===== config.mk =====
export PLATFORM = sky130hd
export DESIGN_NAME = int2fp_conv_arbiter
export DESIGN_NICKNAME = d
export VERILOG_FILES = /design/src/rtl/int2fp_conv_arbiter.sv
export SDC_FILE = /design/constraint.sdc
export NUM_CORES = 1
export LEC_CHECK = 0
export BUFFER_PORTS_ARGS = -buffer_cell sky130_fd_sc_hd__clkbuf_2
export CAP_MARGIN = 0
export CORE_MARGIN = 4
export CORE_UTILIZATION = 40
export CTS_BUF_LIST = sky130_fd_sc_hd__clkbuf_4
export DETAILED_ROUTE_END_ITERATION = 16
export SLEW_MARGIN = 0
export SYNTH_ARGS = -nofsm -noshare
export SYNTH_HDL_FRONTEND = slang
export SYNTH_SLANG_ARGS = --single-unit

===== constraint.sdc =====
create_clock -name clk -period 5.88 [get_ports clk]
set_input_delay 1.176 -clock clk [delete_from_list [all_inputs] [get_ports clk]]
set_output_delay 1.176 -clock clk [all_outputs]
set_load 0.1 [all_outputs]

===== src/rtl/int2fp_conv_arbiter.sv =====
// int2fp_conv_arbiter: round-robin, burst-locked sharing of one int16->fp16 converter.
// Build option: define INT2FP_ARB_STALL_CNT_EN to enable the saturating output stall counter.

module int_to_float_fp16 (
   input  logic [15:0] int_in,
   output logic [15:0] fp_out
);
   logic [15:0] mag;
   logic [15:0] norm;
   logic [3:0]  msb;
   logic        inc;
   logic [11:0] sig_rnd;
   logic [4:0]  exp_v;

   always_comb begin
      mag = int_in[15] ? (~int_in + 16'd1) : int_in;
      msb = 4'd0;
      for (int i = 0; i < 16; i++) begin
         if (mag[i]) msb = 4'(i);
      end
      // leading one moved to bit 15: bits [14:5] are the mantissa, [4:0] are discarded
      norm    = mag << (4'd15 - msb);
      inc     = norm[4] & ((|norm[3:0]) | norm[5]);
      sig_rnd = {1'b0, norm[15:5]} + {11'd0, inc};
      exp_v   = 5'(msb) + 5'd15 + {4'd0, sig_rnd[11]};
      fp_out  = (int_in == 16'd0) ? 16'h0000
              : {int_in[15], exp_v, (sig_rnd[11] ? sig_rnd[10:1] : sig_rnd[9:0])};
   end
endmodule

module int2fp_conv_arbiter #(
   parameter int NUM_REQ   = 3,
   parameter int BURST_LEN = 64,
   parameter int CNT_W     = 6,
   parameter int ID_W      = 2
) (
   input  logic                   clk,
   input  logic                   resetn,
   input  logic [NUM_REQ-1:0]     req_valid,
   input  logic [16*NUM_REQ-1:0]  req_data,
   output logic [NUM_REQ-1:0]     req_ready,
   output logic                   out_valid,
   input  logic                   out_ready,
   output logic [15:0]            out_data,
   output logic [ID_W-1:0]        out_id,
   output logic                   out_last,
   output logic                   busy,
   output logic [15:0]            stall_cnt
);
   // state | meaning
   // IDLE  | no owner; next requester chosen round-robin from rr_ptr (one bubble cycle)
   // GRANT | grant owns the converter until BURST_LEN words have transferred
   typedef enum logic {IDLE, GRANT} state_t;

   state_t            state, state_nxt;
   logic [ID_W-1:0]   grant, grant_nxt, rr_ptr, rr_nxt, sel_idx;
   logic [CNT_W-1:0]  burst_cnt, cnt_nxt;
   logic              sel_found, stage_free, xfer, last_word, grant_valid;
   logic [15:0]       conv_in, conv_out;

   assign stage_free = !out_valid || out_ready;
   assign last_word  = (burst_cnt == CNT_W'(BURST_LEN - 1));
   assign busy       = (state == GRANT);

   always_comb begin : rr_select
      sel_found = 1'b0;
      sel_idx   = rr_ptr;
      for (int k = 0; k < NUM_REQ; k++) begin
         for (int i = 0; i < NUM_REQ; i++) begin
            if (!sel_found && req_valid[i] && (((int'(rr_ptr) + k) % NUM_REQ) == i)) begin
               sel_found = 1'b1;
               sel_idx   = ID_W'(i);
            end
         end
      end
   end

   always_comb begin : grant_mux
      conv_in     = 16'd0;
      grant_valid = 1'b0;
      for (int i = 0; i < NUM_REQ; i++) begin
         if (grant == ID_W'(i)) begin
            conv_in     = req_data[16*i +: 16];
            grant_valid = req_valid[i];
         end
      end
   end

   int_to_float_fp16 u_conv (
      .int_in (conv_in),
      .fp_out (conv_out)
   );

   always_comb begin : fsm_next
      state_nxt = state;
      grant_nxt = grant;
      rr_nxt    = rr_ptr;
      cnt_nxt   = burst_cnt;
      req_ready = '0;
      xfer      = 1'b0;
      case (state)
         IDLE: begin
            if (sel_found) begin
               grant_nxt = sel_idx;
               cnt_nxt   = '0;
               state_nxt = GRANT;
            end
         end
         GRANT: begin
            for (int i = 0; i < NUM_REQ; i++) begin
               if (grant == ID_W'(i)) req_ready[i] = stage_free;
            end
            xfer = grant_valid && stage_free;
            if (xfer) begin
               cnt_nxt = burst_cnt + CNT_W'(1);
               if (last_word) begin
                  state_nxt = IDLE;
                  rr_nxt    = (grant == ID_W'(NUM_REQ - 1)) ? '0 : grant + ID_W'(1);
               end
            end
         end
         default: state_nxt = IDLE;
      endcase
   end

   always_ff @(posedge clk or negedge resetn) begin
      if (!resetn) begin
         state     <= IDLE;
         grant     <= '0;
         rr_ptr    <= '0;
         burst_cnt <= '0;
      end else begin
         state     <= state_nxt;
         grant     <= grant_nxt;
         rr_ptr    <= rr_nxt;
         burst_cnt <= cnt_nxt;
      end
   end

   // output registers hold whenever the downstream stalls a valid word
   always_ff @(posedge clk or negedge resetn) begin
      if (!resetn) begin
         out_valid <= 1'b0;
         out_data  <= 16'd0;
         out_id    <= '0;
         out_last  <= 1'b0;
      end else if (xfer) begin
         out_valid <= 1'b1;
         out_data  <= conv_out;
         out_id    <= grant;
         out_last  <= last_word;
      end else if (out_ready) begin
         out_valid <= 1'b0;
      end
   end

`ifdef INT2FP_ARB_STALL_CNT_EN
   logic [15:0] stall_q;

   always_ff @(posedge clk or negedge resetn) begin
      if (!resetn) begin
         stall_q <= 16'd0;
      end else if (out_valid && !out_ready && (stall_q != 16'hFFFF)) begin
         stall_q <= stall_q + 16'd1;
      end
   end

   assign stall_cnt = stall_q;
`else
   assign stall_cnt = 16'd0;
`endif

endmodule


# Word level (Yosys, flattened, before mapping)
# Cells that the tools add are included.
# totals
reg_bits,31
inputBits,54
out_inout_bits,40
# op_classes
n_addsub,9
div_mod_pow,3
n_eq_ne,11
n_shift,1
n_mux,57
bitwise,4
reduce_logical,38
# ops
op,count
$eq 32x2->1 const B,3
$eq 32x3->1 const B,3
$logic_not 32->1,3
$mux 16,5
$mod 32x3->32 const B,2
$mod 3x3->32 const B,1
$mux 4,8
$mux 2,12
$mux 1,22
$logic_and 1x1->1,18
$add 16x1->16 const B,1
$logic_not 16->1,1
$not 16->16,1
$shl 16x4->16,1
$mux 3,5
$add 11x1->12,1
$mux 6,2
$pmux 6 s2,1
$mux 10,1
$logic_not 1->1,9
$add 6x1->6 const B,1
$eq 6x6->1 const B,1
$add 4x4->5 const B,1
$add 5x1->5,1
18 further kinds,19

# Longest topological paths before layout
# logic_depth
depth_word,38
mapped_depth,24
depth_no_buf,21

# Modules after synthesis
# A second synthesis with hierarchy kept.
# unflattened
cells_unflattened,510
hier_area_um2,4160.2
# modules_own_cells
mod,instances,cells_each,area_each_um2
int_to_float_fp16,1,307,2204.6
int2fp_conv_arbiter,1,203,1955.6

# Worst setup path after synthesis
# OpenSTA, ideal clock, no wires.
# synth_timing
path_kind,input to register
start,input port req_data[16]
end,register out_data[1]
setup_time_ns,0.080
arrival_ns,5.894
setup_slack_ns,-0.094
path_stages,20
path_buffers,0
path_cell_list,mux2i_1 o2bb2ai_1 inv_2 ha_1 o211ai_1 nor4_4 a41oi_1 xnor2_2 o211ai_2 a22oi_4 mux2_2 a211oi_1 nand2_1 a21oi_1 ha_1 o211a_1 or4bb_1 xnor2_1 or3_4 o211ai_2
# synth_via
elab_chain_cells,28
# synth_lines
element,line_no,text
"start, declared",40,"input logic [16*NUM_REQ-1:0] req_data,"
$mux 16 * (2 in series),82,if (grant == ID_W'(i)) begin
$not 16->16,16,mag = int_in[15] ? (~int_in + 16'd1) : int_in;
$add 16x1->16,16,
$mux 16,16,
$mux 1,19,if (mag[i]) msb = 4'(i);
$mux 2 (2 in series),19,
$mux 3 (4 in series),19,
$mux 4 (8 in series),19,
$sub 4x4->4,22,norm = mag << (4'd15 - msb);
$shl 16x4->16,22,
$reduce_or 4->1,23,inc = norm[4] & ((|norm[3:0]) | norm[5]);
$or 1x1->1,23,
$and 1x1->1,23,
$add 11x1->12,24,"sig_rnd = {1'b0, norm[15:5]} + {11'd0, inc};"
$mux 10,27,": {int_in[15], exp_v, (sig_rnd[11] ? sig_rnd[10:1] : sig_rnd[9:0])};"
$mux 16 *,26,fp_out = (int_in == 16'd0) ? 16'h0000
"end signal, assigned",149,out_data <= conv_out;
"end, declared",44,"output logic [15:0] out_data,"
# Mark *: on every way between the ends. The rest lies on a longest branch, timed or not.
# A chain may end at the register's enable or synchronous reset.

# Worst setup path in the final report
# layout_timing
start,input port req_data[17]
end,register out_data[1]
# Same word-level chain as after synthesis.

==> key figures <==
STA
  – Clk_skew: 0.00404 ns
  – Tcrit/Tclk final: 92.7%
  – Fmax: 0.183 GHz
  – Total Neg Setup Slack: 0 ns
  – Worst-margin pin slew: 0.925 ns
  – Shortest period the worst path allows: 5.45 ns
  – Worst rel slew slack: 37.9%
  – Worst hold slack: 0.481 ns
  – Final max-slew violation count: 0
  – Endpoints failing setup: 0
  – Setup repair after global routing missed its margin: no
  – Final Hold Violating Endpoints: 0

Floorplan
  – Cell Rows: 35
  – Area of the die: 11400 sq um
  – Die width: 107 um
  – Effective utilization at floorplan: 41.7%
  – Core area: 9370 sq um
  – Height of the die: 107 um
  – Ports: 94

Setup path
  – Worst path max stage delay: 0.52 ns
  – Endpoint kind of the worst setup timing path: register
  – Cell chain of the critical path: clkbuf_2 > mux2i_1 > o2bb2ai_1 > inv_1 > ha_4 > o211ai_1 > nor4_4 > a41oi_2 > xnor2_2 > o211ai_2 > a22oi_4 > buf_4 > mux2i_1 > mux2i_1 > mux2_2 > nor2_1 > ha_1 > o211a_1 > or4bb_1 > xnor2_1 > or3_4 > o211ai_2
  – Critical Path Slowest Stage Cell: sky130_fd_sc_hd__or4bb_1
  – Highest net fanout along the worst path: 5
  – Buffers plus inverters on the worst setup path: 3
  – R2R depth: 20
  – Arrival @ worst endpoint: 5.70 ns
  – Type of element launching the critical path: primary input
  – Worst EP required: 6.13 ns
  – Largest delay contributor family on the critical path: simple AND/OR/NAND/NOR gates
  – Top cell by count, worst path: sky130_fd_sc_hd__mux2i_1
  – Setup CP Type: primary input to register
  – Cell depth of the worst setup path: 22

Run
  – Max-cap violations: 0

Placed design
  – GP Congestion: 0.875
  – Port Buffer Count: 77
  – Sum of net half-perimeters after detailed placement: 9.33 mm
  – Cell count after placement: 746
  – Post-detailed-placement cell area: 4900 sq um

Finish
  – ANT cells: 0
  – Number of fillers in the final layout: 935
  – Final core utilization: 52.8%
  – Area growth from synthesis to final layout: 26.8%
  – Final #Nets: 685
  – Final std cells w/o fill: 754
  – Design area: 4950 sq um
  – Layout cells sized above 1: 32.8%

Global route
  – Overall track demand over capacity in global routing: 19.9%
  – Antenna violations before repair: 0
  – Pin count of the biggest net entering global routing: 32
  – Via count of the first global-routing pass: 4020
  – First-pass GRT wire length: 19.2 mm
  – Final global-route overflow total: 0

Synthesis
  – Mean post-synth cell area: 8.00 sq um
  – Number of flops mapped to enable cells by yosys: 0
  – Yosys warning count: 0
  – Library cell occupying the most area in the post-synthesis netlist: sky130_fd_sc_hd__dfrtp_1
  – Fraction of synthesis flops using an asynchronous set or reset pin: 100%
  – Synthesized cell area: 3900 sq um
  – Sequential-to-total area share from yosys stat: 19.9%
  – Most common flop cell mapped by yosys: sky130_fd_sc_hd__dfrtp_1
  – Synth Instances: 488
  – Number of distinct standard cells referenced by the synthesized netlist: 77
  – Total of flip-flops plus latches after synthesis: 31
  – Ranking of synthesized cells by area: sky130_fd_sc_hd__dfrtp_1 (20%), sky130_fd_sc_hd__mux2i_1 (5.9%), sky130_fd_sc_hd__nand2_1 (5.2%)
  – Post-synth top area share: 19.9%

Clock tree
  – Buffers inserted by post-CTS timing repair: 0
  – Clk root buf: sky130_fd_sc_hd__clkbuf_4
  – TritonCTS clock tree: yes
  – Number of hold buffers added after cts: 0
  – TritonCTS buffer count: 5
  – Num Clock Sinks: 31
  – Clk Latency, worst-skew pair: 0.32 ns
  – CTS H-tree lvls: 2
  – Worst-path clk slew: 0.09 ns
  – Number of buffers on the longest clock path: 2

Route
  – Routed vias: 4202
  – Initial drt markers: 173
  – DRC: 0
  – Final ANT Viol Nets: 0
  – Post-detailed-route wirelength per cell: 14.8 um
  – Met3 routed WL: 490 um
  – DR vias/cell: 5.57
  – Wl on met1: 5.08 mm
  – Number of iterations in the first detailed-routing pass: 4
  – Highest routed metal layer: met4
  – Total Routed Length: 11.2 mm
  – Met2 layer wire length in the routed design: 5.37 mm

Hold path
  – Instance count along the most critical hold path: 1
  – Tightest Hold Check Type: register to register

Power and ir drop
  – Total power density per cell area: 387 nW/um^2
  – Maximum resistive drop on vdd: 0.195 mV
  – Standby leakage power: 2.19 nW

Status
  – Outcome: finished, final reports clean
[area by class of cell]
type	instances	area (sq um)	area share [%]
Clock inverter	2	7.51	0.152
Sequential cell	31	777	15.7
Tap cell	129	161	3.26
Timing Repair Buffer	158	1010	20.3
Inverter	10	40.0	0.809
Clock buffer	6	45.0	0.910
Multi-Input combinational cell	418	2910	58.8
[synth_stat cells (all sizes together), types with 3 or more instances]
cell and instances:
and3 5, a21oi 16, inv 10, xnor2 20
nand3 17, a21o 4, nor4 10, nor2 43
o211a 5, o21a 3, o2bb2ai 15, nor2b 3
and2 4, xor2 9, a22oi 5, a2bb2oi 7
nand2 54, o21ai 28, a41oi 4, a22o 8
dfrtp 31, o211ai 7, a32o 4, buf 32
a31oi 8, a211o 3, clkbuf 12, nand4 5
o221ai 3, nor3 16, mux2 7, ha 7
mux2i 25, o22ai 6, or4 5, a311oi 3
a221oi 5, nand2b 6, a211oi 12
[worst paths after layout]
path                              start     endpoint  slack [ns]
max                        req_data[17]  out_data[1]        0.43
max in group asynchronous        resetn     grant[0]        4.46
min in group asynchronous        resetn    out_id[1]        0.91
min reg2reg                    out_last     out_last        0.48
min                            out_last     out_last        0.48
max reg2reg                    grant[0]  out_data[1]        0.60
[sequential cells by signal, indices dropped and copies added, names as in the netlist]
register	count
out_data	16
burst_cnt	6
grant	2
out_id	2
rr_ptr	2
busy	1
out_last	1
out_valid	1
[where the power goes]
group | total [mW] | internal, mW | switching (mW) | leakage (nW)
combinational | 1.47 | 0.494 | 0.979 | 1.79
clock | 0.117 | 0.0488 | 0.0681 | 0.0307
sequential | 0.324 | 0.280 | 0.0433 | 0.375
[routing by layer]
| metal | GRT usage [%] | up-vias |
|---|---|---|
| li1 | - | 2104 |
| met5 | 0 | - |
| met2 | 33.9 | 106 |
| met3 | 1.63 | 17 |
| met4 | 6.12 | 0 |
| met1 | 26.7 | 1975 |
[kinds of logic after synthesis]
group / after synthesis / synth area share, %
xor gates and xnor gates: 29 / 6.70
AOI/OAI and AO/OA: 156 / 30.7
DFF: 31 / 19.9
adders and majority gates: 7 / 2.24
muxes: 32 / 8.94
other: 1 / 0.0960
and+or+nand+nor: 178 / 23.3
buffers and inverters: 54 / 8.14
[cell usage in the layout (no fill, tap or decap), types with 8 or more instances in the layout]
master / instances
sky130_fd_sc_hd__buf_4: 80
sky130_fd_sc_hd__a21oi_1: 14
sky130_fd_sc_hd__nor2_1: 42
sky130_fd_sc_hd__a22o_1: 8
sky130_fd_sc_hd__inv_1: 8
sky130_fd_sc_hd__nand3_1: 15
sky130_fd_sc_hd__o2bb2ai_1: 11
sky130_fd_sc_hd__mux2i_1: 23
sky130_fd_sc_hd__a31oi_1: 8
sky130_fd_sc_hd__nor3_1: 15
sky130_fd_sc_hd__nand2_1: 54
sky130_fd_sc_hd__xnor2_1: 18
sky130_fd_sc_hd__nor4_1: 8
sky130_fd_sc_hd__conb_1: 16
sky130_fd_sc_hd__xor2_1: 9
sky130_fd_sc_hd__dfrtp_1: 30
sky130_fd_sc_hd__a211oi_1: 10
sky130_fd_sc_hd__o21ai_0: 23
sky130_fd_sc_hd__clkbuf_2: 77
[stage by stage]
step	total power, mW	setup slack (ns)
6_report	1.91	0.429
5_1_grt	2.05	0.0506
4_1_cts	1.92	0.339
3_5_place_dp	1.80	0.00303
3_3_place_gp	1.79	0.130
2_1_floorplan	1.38	0.0207
[what timing repair did]
action,in CTS,in global routing
gates resized for setup,0,1
hold endpoints to repair,0,0
setup endpoints to repair,0,7
(Power assumes the default switching activity.)
